**config.mk**
```make
export PLATFORM = sky130hd
export DESIGN_NAME = alu_seq_flat
export DESIGN_NICKNAME = d
export VERILOG_FILES = /design/src/rtl/alu_pkg.sv /design/src/rtl/alu_seq_if.sv /design/src/rtl/alu_seq_regfile.sv /design/src/rtl/alu_seq.sv /design/src/flat_wrapper.sv
export SDC_FILE = /design/constraint.sdc
export NUM_CORES = 1
export LEC_CHECK = 0
export BUFFER_PORTS_ARGS = -buffer_cell sky130_fd_sc_hd__buf_2
export CAP_MARGIN = 20
export CORE_ASPECT_RATIO = 1.5
export CORE_MARGIN = 1.5
export CORE_UTILIZATION = 47
export DETAILED_ROUTE_END_ITERATION = 6
export PLACE_DENSITY = 0.75
export SLEW_MARGIN = 5
export SYNTH_ARGS = -nofsm -noshare
export SYNTH_HDL_FRONTEND = slang
export SYNTH_SLANG_ARGS = --single-unit
```
**constraint.sdc**
```tcl
create_clock -name clk -period 1.7 [get_ports clk]
set_input_delay 0.085 -clock clk [delete_from_list [all_inputs] [get_ports clk]]
set_output_delay 0.085 -clock clk [all_outputs]
set_load 0.01 [all_outputs]
```
**src/rtl/alu_pkg.sv**
```systemverilog
// Shared definitions for the 4-bit ALU and its sequencing front end.
// Opcodes are shared with the ALU instance and the test benches.
package alu_pkg;

   localparam int ALU_W = 4;

   localparam logic [2:0] OP_ADD     = 3'b000;
   localparam logic [2:0] OP_SUB     = 3'b001;
   localparam logic [2:0] OP_NOT     = 3'b010;
   localparam logic [2:0] OP_AND     = 3'b011;
   localparam logic [2:0] OP_OR      = 3'b100;
   localparam logic [2:0] OP_XOR     = 3'b101;
   localparam logic [2:0] OP_COMPARE = 3'b110;
   localparam logic [2:0] OP_NOP     = 3'b111;

   localparam logic [7:0] OPS_DONE_MAX = 8'd255;

   typedef enum logic [1:0] {
      IDLE = 2'd0,
      EXEC = 2'd1,
      RESP = 2'd2
   } alu_seq_state_t;

endpackage

```
**src/rtl/alu_seq_if.sv**
```systemverilog
// Command, ALU and response channels of alu_seq.
// slave is the alu_seq view; master is the driver/ALU-side view.
interface alu_seq_if #(
   parameter int AW = 2
) ();
   import alu_pkg::*;

   logic             cmd_valid;
   logic             cmd_ready;
   logic [2:0]       cmd_op;
   logic [AW-1:0]    cmd_rd;
   logic [AW-1:0]    cmd_rs1;
   logic [AW-1:0]    cmd_rs2;
   logic             cmd_imm_en;
   logic [ALU_W-1:0] cmd_imm;

   logic [2:0]       alu_op;
   logic [ALU_W-1:0] alu_a;
   logic [ALU_W-1:0] alu_b;
   logic [ALU_W-1:0] alu_result;
   logic             alu_overflow;
   logic             alu_zero;

   logic             rsp_valid;
   logic             rsp_ready;
   logic [ALU_W-1:0] rsp_data;
   logic             rsp_overflow;
   logic             rsp_zero;

   modport slave (
      input  cmd_valid, cmd_op, cmd_rd, cmd_rs1, cmd_rs2, cmd_imm_en, cmd_imm,
      output cmd_ready,
      output alu_op, alu_a, alu_b,
      input  alu_result, alu_overflow, alu_zero,
      output rsp_valid, rsp_data, rsp_overflow, rsp_zero,
      input  rsp_ready
   );

   modport master (
      output cmd_valid, cmd_op, cmd_rd, cmd_rs1, cmd_rs2, cmd_imm_en, cmd_imm,
      input  cmd_ready,
      input  alu_op, alu_a, alu_b,
      output alu_result, alu_overflow, alu_zero,
      input  rsp_valid, rsp_data, rsp_overflow, rsp_zero,
      output rsp_ready
   );

endinterface

```
**src/rtl/alu_seq_regfile.sv**
```systemverilog
// NREG x ALU_W register file: one synchronous write port, three
// combinational read ports (two operands plus debug), synchronous reset.
module alu_seq_regfile
   import alu_pkg::*;
#(
   parameter int NREG = 4,
   parameter int AW   = $clog2(NREG)
) (
   input  logic             clk,
   input  logic             rst,
   input  logic             we,
   input  logic [AW-1:0]    wr_addr,
   input  logic [ALU_W-1:0] wr_data,
   input  logic [AW-1:0]    rs1_addr,
   input  logic [AW-1:0]    rs2_addr,
   input  logic [AW-1:0]    dbg_addr,
   output logic [ALU_W-1:0] rs1_data,
   output logic [ALU_W-1:0] rs2_data,
   output logic [ALU_W-1:0] dbg_data
);

   logic [ALU_W-1:0] regs_q [NREG];
   logic [ALU_W-1:0] regs_d [NREG];

   // Next register contents: only the addressed entry takes the write data.
   always_comb begin
      for (int i = 0; i < NREG; i++) begin
         regs_d[i] = (we && (wr_addr == AW'(i))) ? wr_data : regs_q[i];
      end
   end

   // Register storage with synchronous clear.
   always_ff @(posedge clk) begin
      if (rst) begin
         for (int i = 0; i < NREG; i++) begin
            regs_q[i] <= {ALU_W{1'b0}};
         end
      end else begin
         for (int i = 0; i < NREG; i++) begin
            regs_q[i] <= regs_d[i];
         end
      end
   end

   assign rs1_data = regs_q[rs1_addr];
   assign rs2_data = regs_q[rs2_addr];
   assign dbg_data = regs_q[dbg_addr];

endmodule

```
**src/rtl/alu_seq.sv**
```systemverilog
// Sequencing front end for the 4-bit ALU: accepts register-addressed
// commands, drives the ALU for one EXEC cycle and writes the result back.
module alu_seq
   import alu_pkg::*;
#(
   parameter int NREG = 4
) (
   input  logic                    clk,
   input  logic                    rst,
   alu_seq_if.slave                bus,
   output logic                    ovf_sticky,
   output logic [7:0]              ops_done,
   input  logic [$clog2(NREG)-1:0] dbg_addr,
   output logic [ALU_W-1:0]        dbg_data
);

   localparam int AW = $clog2(NREG);

   alu_seq_state_t   state_q, state_d;
   logic             cmd_ready_q, cmd_ready_d;
   logic             rsp_valid_q, rsp_valid_d;
   logic [2:0]       alu_op_q, alu_op_d;
   logic [ALU_W-1:0] alu_a_q, alu_a_d;
   logic [ALU_W-1:0] alu_b_q, alu_b_d;
   logic [AW-1:0]    rd_q, rd_d;
   logic [ALU_W-1:0] rsp_data_q, rsp_data_d;
   logic             rsp_overflow_q, rsp_overflow_d;
   logic             rsp_zero_q, rsp_zero_d;
   logic             ovf_sticky_q, ovf_sticky_d;
   logic [7:0]       ops_done_q, ops_done_d;

   logic             cmd_fire;
   logic             rsp_fire;
   logic             rf_we;
   logic [ALU_W-1:0] rs1_data;
   logic [ALU_W-1:0] rs2_data;

   assign cmd_fire = bus.cmd_valid & cmd_ready_q;
   assign rsp_fire = bus.rsp_ready & rsp_valid_q;
   assign rf_we    = (state_q == EXEC) && (alu_op_q != OP_NOP);

   // Operands are read at accept time; the file cannot change before EXEC,
   // so rd == rs1/rs2 naturally sees the pre-write value.
   alu_seq_regfile #(
      .NREG (NREG),
      .AW   (AW)
   ) u_regfile (
      .clk      (clk),
      .rst      (rst),
      .we       (rf_we),
      .wr_addr  (rd_q),
      .wr_data  (bus.alu_result),
      .rs1_addr (bus.cmd_rs1),
      .rs2_addr (bus.cmd_rs2),
      .dbg_addr (dbg_addr),
      .rs1_data (rs1_data),
      .rs2_data (rs2_data),
      .dbg_data (dbg_data)
   );

   // Next-state and datapath update for the IDLE/EXEC/RESP sequence.
   always_comb begin
      state_d        = state_q;
      alu_op_d       = alu_op_q;
      alu_a_d        = alu_a_q;
      alu_b_d        = alu_b_q;
      rd_d           = rd_q;
      rsp_data_d     = rsp_data_q;
      rsp_overflow_d = rsp_overflow_q;
      rsp_zero_d     = rsp_zero_q;
      ovf_sticky_d   = ovf_sticky_q;
      ops_done_d     = ops_done_q;

      case (state_q)
         IDLE: begin
            if (cmd_fire) begin
               state_d  = EXEC;
               alu_op_d = bus.cmd_op;
               alu_a_d  = rs1_data;
               alu_b_d  = bus.cmd_imm_en ? bus.cmd_imm : rs2_data;
               rd_d     = bus.cmd_rd;
            end else begin
               state_d  = IDLE;
            end
         end
         EXEC: begin
            state_d        = RESP;
            rsp_data_d     = bus.alu_result;
            rsp_overflow_d = bus.alu_overflow;
            rsp_zero_d     = bus.alu_zero;
            ovf_sticky_d   = ovf_sticky_q | bus.alu_overflow;
            ops_done_d     = (ops_done_q == OPS_DONE_MAX) ? ops_done_q : ops_done_q + 8'd1;
         end
         RESP: begin
            if (rsp_fire) begin
               state_d = IDLE;
            end else begin
               state_d = RESP;
            end
         end
         default: begin
            state_d = IDLE;
         end
      endcase

      cmd_ready_d = (state_d == IDLE);
      rsp_valid_d = (state_d == RESP);
   end

   // State and output registers; reset overrides any handshake in flight.
   always_ff @(posedge clk) begin
      if (rst) begin
         state_q        <= IDLE;
         cmd_ready_q    <= 1'b1;
         rsp_valid_q    <= 1'b0;
         alu_op_q       <= 3'b000;
         alu_a_q        <= {ALU_W{1'b0}};
         alu_b_q        <= {ALU_W{1'b0}};
         rd_q           <= {AW{1'b0}};
         rsp_data_q     <= {ALU_W{1'b0}};
         rsp_overflow_q <= 1'b0;
         rsp_zero_q     <= 1'b0;
         ovf_sticky_q   <= 1'b0;
         ops_done_q     <= 8'd0;
      end else begin
         state_q        <= state_d;
         cmd_ready_q    <= cmd_ready_d;
         rsp_valid_q    <= rsp_valid_d;
         alu_op_q       <= alu_op_d;
         alu_a_q        <= alu_a_d;
         alu_b_q        <= alu_b_d;
         rd_q           <= rd_d;
         rsp_data_q     <= rsp_data_d;
         rsp_overflow_q <= rsp_overflow_d;
         rsp_zero_q     <= rsp_zero_d;
         ovf_sticky_q   <= ovf_sticky_d;
         ops_done_q     <= ops_done_d;
      end
   end

   assign bus.cmd_ready    = cmd_ready_q;
   assign bus.rsp_valid    = rsp_valid_q;
   assign bus.rsp_data     = rsp_data_q;
   assign bus.rsp_overflow = rsp_overflow_q;
   assign bus.rsp_zero     = rsp_zero_q;
   assign bus.alu_op       = alu_op_q;
   assign bus.alu_a        = alu_a_q;
   assign bus.alu_b        = alu_b_q;
   assign ovf_sticky       = ovf_sticky_q;
   assign ops_done         = ops_done_q;

endmodule

```
**src/flat_wrapper.sv**
```systemverilog
// flat-port wrapper written by rule: the top's interface ports become plain ports
module alu_seq_flat import alu_pkg::*;
#(
   parameter int NREG = 4
)
  (clk, rst, ovf_sticky, ops_done, dbg_addr, dbg_data, bus_cmd_valid, bus_cmd_op, bus_cmd_rd, bus_cmd_rs1, bus_cmd_rs2, bus_cmd_imm_en, bus_cmd_imm, bus_cmd_ready, bus_alu_op, bus_alu_a, bus_alu_b, bus_alu_result, bus_alu_overflow, bus_alu_zero, bus_rsp_valid, bus_rsp_data, bus_rsp_overflow, bus_rsp_zero, bus_rsp_ready);
  alu_seq_if bus_i ();
  input  logic clk;
  input  logic rst;
  output logic ovf_sticky;
  output logic [7:0] ops_done;
  input  logic [$clog2(NREG)-1:0] dbg_addr;
  output logic [ALU_W-1:0] dbg_data;
  input wire logic [$bits(bus_i.cmd_valid)-1:0] bus_cmd_valid;
  input wire logic [$bits(bus_i.cmd_op)-1:0] bus_cmd_op;
  input wire logic [$bits(bus_i.cmd_rd)-1:0] bus_cmd_rd;
  input wire logic [$bits(bus_i.cmd_rs1)-1:0] bus_cmd_rs1;
  input wire logic [$bits(bus_i.cmd_rs2)-1:0] bus_cmd_rs2;
  input wire logic [$bits(bus_i.cmd_imm_en)-1:0] bus_cmd_imm_en;
  input wire logic [$bits(bus_i.cmd_imm)-1:0] bus_cmd_imm;
  output wire logic [$bits(bus_i.cmd_ready)-1:0] bus_cmd_ready;
  output wire logic [$bits(bus_i.alu_op)-1:0] bus_alu_op;
  output wire logic [$bits(bus_i.alu_a)-1:0] bus_alu_a;
  output wire logic [$bits(bus_i.alu_b)-1:0] bus_alu_b;
  input wire logic [$bits(bus_i.alu_result)-1:0] bus_alu_result;
  input wire logic [$bits(bus_i.alu_overflow)-1:0] bus_alu_overflow;
  input wire logic [$bits(bus_i.alu_zero)-1:0] bus_alu_zero;
  output wire logic [$bits(bus_i.rsp_valid)-1:0] bus_rsp_valid;
  output wire logic [$bits(bus_i.rsp_data)-1:0] bus_rsp_data;
  output wire logic [$bits(bus_i.rsp_overflow)-1:0] bus_rsp_overflow;
  output wire logic [$bits(bus_i.rsp_zero)-1:0] bus_rsp_zero;
  input wire logic [$bits(bus_i.rsp_ready)-1:0] bus_rsp_ready;
  assign bus_i.cmd_valid = bus_cmd_valid;
  assign bus_i.cmd_op = bus_cmd_op;
  assign bus_i.cmd_rd = bus_cmd_rd;
  assign bus_i.cmd_rs1 = bus_cmd_rs1;
  assign bus_i.cmd_rs2 = bus_cmd_rs2;
  assign bus_i.cmd_imm_en = bus_cmd_imm_en;
  assign bus_i.cmd_imm = bus_cmd_imm;
  assign bus_cmd_ready = bus_i.cmd_ready;
  assign bus_alu_op = bus_i.alu_op;
  assign bus_alu_a = bus_i.alu_a;
  assign bus_alu_b = bus_i.alu_b;
  assign bus_i.alu_result = bus_alu_result;
  assign bus_i.alu_overflow = bus_alu_overflow;
  assign bus_i.alu_zero = bus_alu_zero;
  assign bus_rsp_valid = bus_i.rsp_valid;
  assign bus_rsp_data = bus_i.rsp_data;
  assign bus_rsp_overflow = bus_i.rsp_overflow;
  assign bus_rsp_zero = bus_i.rsp_zero;
  assign bus_i.rsp_ready = bus_rsp_ready;
  alu_seq #(.NREG(NREG)) u_core (.clk(clk), .rst(rst), .bus(bus_i), .ovf_sticky(ovf_sticky), .ops_done(ops_done), .dbg_addr(dbg_addr), .dbg_data(dbg_data));
endmodule
```
==> impl_results.md <==
- Status: complete, no violations
- Antenna-violating nets left: 0
- TritonRoute pass-1 iters: 4
- Crit path max-delay cell type: dfxtp_1
- Die X: 59.8 µm
- First-pass GRT wire length: about 8000 µm
- Setup crit end: u_core.ops_done[4]
- WL/cell: 15.0 µm
- Minimum clock period: between 1.5 and 2 ns
- Site Rows: 30
- Post-route insts no fill: 345
- Final hold violation count: 0
- Initial antenna violation count: 0
- Area of the multi-input gates: 0.00108 mm²
- Placed cells: 336
- H-Tree Depth: 2
- IO Pins: 58
- Worst Path Arrival: about 1.8 ns
- FF-to-FF End: u_core.ops_done[4]
- Worst r2r src: u_core.ops_done[0]
- Starting Density: 0.497
- Least-Margin Pin Slew: between 0.4 and 0.5 ns
- Cells after Synth: roughly 220
- Number of fill cells in the layout: 404
- Cells on worst reg2reg path: 4
- Mapped Avg Cell Area: 10.5 µm²
- Critical path, cell by cell: ha_1 > nand3b_1 > o311ai_0 > o41ai_1
- Layout area overhead: 22.8%
- Worst setup margin: 0.129 ns
- CTS Buffer Depth: 2
- Clock root cell: clkbuf_8
- Setup_tns: 0 ns
- Dpl ws: about 0.17 ns
- HP Class: in2reg
- Top delay family on crit path: compound AO/OA/AOI/OAI gates
- Fin crit share: 0.924
- Unrepaired setup endpoints after global routing: false
- Fmax: 637 MHz
- Setup bufs post-CTS: 0
- Yosys reg bits: 48
- Crit. End Element: flop
- Slew Limit Fails: 0
- GRT Util Overall: 0.205
- Clock skew after layout: 0.0100 ns
- Hpwl dp: just under 4000 µm
- Vias in the first global route: 1,769
- Final setup viols: 0
- Total congestion overflow: 0
- Antenna cells: 0
- Full die area: 0.00528 mm²
- Sequential area share after synthesis: 0.493
- Routed via count: approximately 1,900
- PD cells: around 930 mW/mm²
- Req. time, crit path: 1.88 ns
- R2r setup slk: 0.13 ns
- Max_cap viols: 0
- Synth unique cells: 42
- Relative slew slack: 0.691
- Vias per cell: 5.42
- Worst-Skew Late Latency: 0.31 ns
- Critical path origin: u_core.ops_done[0]
- Mapped Area: 0.00228 mm²
- CTS Buf Count: 5
- Largest net degree at the start of global routing: 19
- WP buf/inv: 0
- Crit Path Max Fanout: 7
- DRC violations left: 0
- Clock Sinks: 48
- Final WL: 5170 µm
- Final Power: ~2.6 mW
- Fraction of layout cells with a size suffix above 1: 0.356
- Warnings from Yosys: 0
- Post-Syn Nets: 243
- Critical Path Stages: 4
- Peak VDD IR: between 0.6 and 0.7 mV
- Area of the core: 0.00458 mm²
- Post_cts resized: 0
- Layout Nets: 307
- Leakage: ~1.2 nW
- CTS tree: built
- DR iter-0 viols: 100
- DIE HEIGHT: about 88 µm
- Clock input transition at the sequential cells of the worst setup and hold paths: 0.09 ns
- Final GP Congestion: 0.930
- Crit path largest cell delay: roughly 0.4 ns
- IO buf count: between 50 and 60
- Critical path class: reg2reg
- Reg area: 0.00112 mm²
- Crit start category: flop
## report_power, final
| group | switching, mW | internal, mW | leakage, nW | total, mW |
|---|---|---|---|---|
| Clock | 0.385 | 0.533 | 0.0669 | 0.918 |
| Combinational | 0.206 | 0.184 | 0.671 | 0.389 |
| Sequential | 0.0511 | 1.25 | 0.427 | 1.30 |
| Total | 0.642 | 1.97 | 1.17 | 2.61 |
## metrics by stage
| stage | util | area [µm²] | hold WS (ns) |
|---|---|---|---|
| floorplan | - | 2280 | 0.221 |
| CTS | 0.608 | 2790 | 0.00413 |
| global placement | 0.579 | 2650 | 0.330 |
| global route | 0.610 | 2800 | 0.00712 |
| finish | 0.610 | 2800 | 0.00847 |
| detailed placement | 0.579 | 2650 | 0.336 |
## state kept, by name, indices dropped and copies added, names as in the netlist
| name | count |
|---|---|
| u_core.ops_done | 8 |
| u_core.u_regfile.regs_q | 16 |
| u_core.bus.rsp_overflow | 1 |
| u_core.ovf_sticky | 1 |
| u_core.bus.rsp_valid | 1 |
| u_core.state_q | 2 |
| u_core.bus.alu_a | 4 |
| u_core.bus.rsp_data | 4 |
| u_core.bus.alu_b | 4 |
| u_core.bus.alu_op | 3 |
| u_core.bus.rsp_zero | 1 |
| u_core.rd_q | 2 |
| u_core.bus.cmd_ready | 1 |
## layer usage
layer	routed length (µm)	up-vias	track usage
met5	0	-	0
met4	134	0	0.105
met3	236	12	0.0439
met2	2850	54	0.374
met1	1950	876	0.214
li1	-	929	-
## timing repair
action,4_1_cts,5_1_grt
hold buffers,0,1
setup endpoints to repair,0,0
endpoints found under the hold margin,0,1
## cell type report
class	count	share of cell area
clock inverters	2	0.0139
clock buffers	6	0.0336
multi-input cells	155	0.388
inverters	2	0.00269
well taps	64	0.0286
repair buffers	68	0.132
flip-flops and latches	48	0.401
## cell usage after synthesis
| library cell | instances | share of area |
|---|---|---|
| a222oi_1 | 4 | 0.018 |
| clkbuf_2 | 2 | 0.0044 |
| a21o_1 | 2 | 0.0066 |
| o311ai_0 | 1 | 0.0038 |
| a211oi_1 | 2 | 0.0066 |
| mux2i_1 | 1 | 0.0044 |
| a41oi_1 | 2 | 0.0077 |
| o41ai_1 | 1 | 0.0038 |
| a21oi_2 | 1 | 0.0038 |
| nor4bb_1 | 1 | 0.0044 |
| and3_1 | 9 | 0.025 |
| mux2_4 | 1 | 0.0066 |
| ha_1 | 1 | 0.0055 |
| nand3_2 | 1 | 0.0044 |
| nand2b_1 | 1 | 0.0028 |
| buf_6 | 2 | 0.0099 |
| nand3b_1 | 2 | 0.0066 |
| dfxtp_1 | 32 | 0.28 |
| nand2_1 | 42 | 0.069 |
| nor3_1 | 2 | 0.0044 |
| and4_4 | 1 | 0.0049 |
| a21boi_0 | 1 | 0.0033 |
| a31o_2 | 1 | 0.0038 |
| nor3b_2 | 1 | 0.0055 |
| o21ai_0 | 6 | 0.013 |
| nand3_1 | 2 | 0.0044 |
| and4b_1 | 1 | 0.0044 |
| clkbuf_1 | 2 | 0.0033 |
| edfxtp_1 | 16 | 0.21 |
| a311oi_1 | 2 | 0.0077 |
| buf_2 | 3 | 0.0066 |
| mux2_2 | 9 | 0.045 |
| nor2b_1 | 5 | 0.014 |
| nor2_1 | 15 | 0.025 |
| nand4bb_1 | 1 | 0.0049 |
| a41oi_4 | 1 | 0.012 |
| a21oi_1 | 24 | 0.053 |
| buf_4 | 2 | 0.0066 |
| nand4b_1 | 2 | 0.0077 |
| inv_1 | 2 | 0.0033 |
| and2b_1 | 1 | 0.0033 |
| mux4_2 | 8 | 0.079 |
## cell usage in the layout, fill, tap and decap left out, types with 2 or more instances in the layout
cell type / count
a41oi_1: 2
a222oi_1: 4
nor2_1: 15
a21oi_1: 24
o21ai_0: 6
buf_4: 10
nand2_1: 42
nand3b_1: 2
clkbuf_8: 5
edfxtp_1: 16
a311oi_1: 2
nor3_1: 2
buf_2: 57
a21o_1: 2
mux2_2: 9
and3_1: 9
dfxtp_1: 32
a211oi_1: 2
mux4_2: 8
inv_1: 2
nor2b_1: 5
nand4b_1: 2
nand3_1: 2
## worst min path at each step
stage | start | to | slack, ns | depth (start not counted)
floorplan | bus_cmd_rd[0] | u_core.rd_q[0] | 0.22 | 2
global placement | bus_cmd_op[0] | u_core.bus.alu_op[0] | 0.33 | 3
detailed placement | bus_cmd_op[2] | u_core.bus.alu_op[2] | 0.34 | 3
CTS | bus_cmd_op[2] | u_core.bus.alu_op[2] | 0.004 | 3
global route | bus_alu_zero | u_core.bus.rsp_zero | 0.007 | 3
finish | bus_cmd_op[2] | u_core.bus.alu_op[2] | 0.008 | 3
## worst register-to-register path, stage by stage (launching register included)
cell and delay [ns]:
dfxtp_1 0.40, ha_1 0.36, nand3b_1 0.19, o311ai_0 0.37, o41ai_1 0.13
## cell families after synthesis
family                   count (synthesis)  share of synthesized area
AO/OA/AOI/OAI                           48                      0.143
multiplexers                            19                      0.135
adder cells (fa/ha/maj)                  1                    0.00550
flip-flops                              48                      0.493
AND/OR/NAND/NOR                         87                      0.190
buffers and inverters                   13                     0.0341
(Power assumes the default switching activity.)
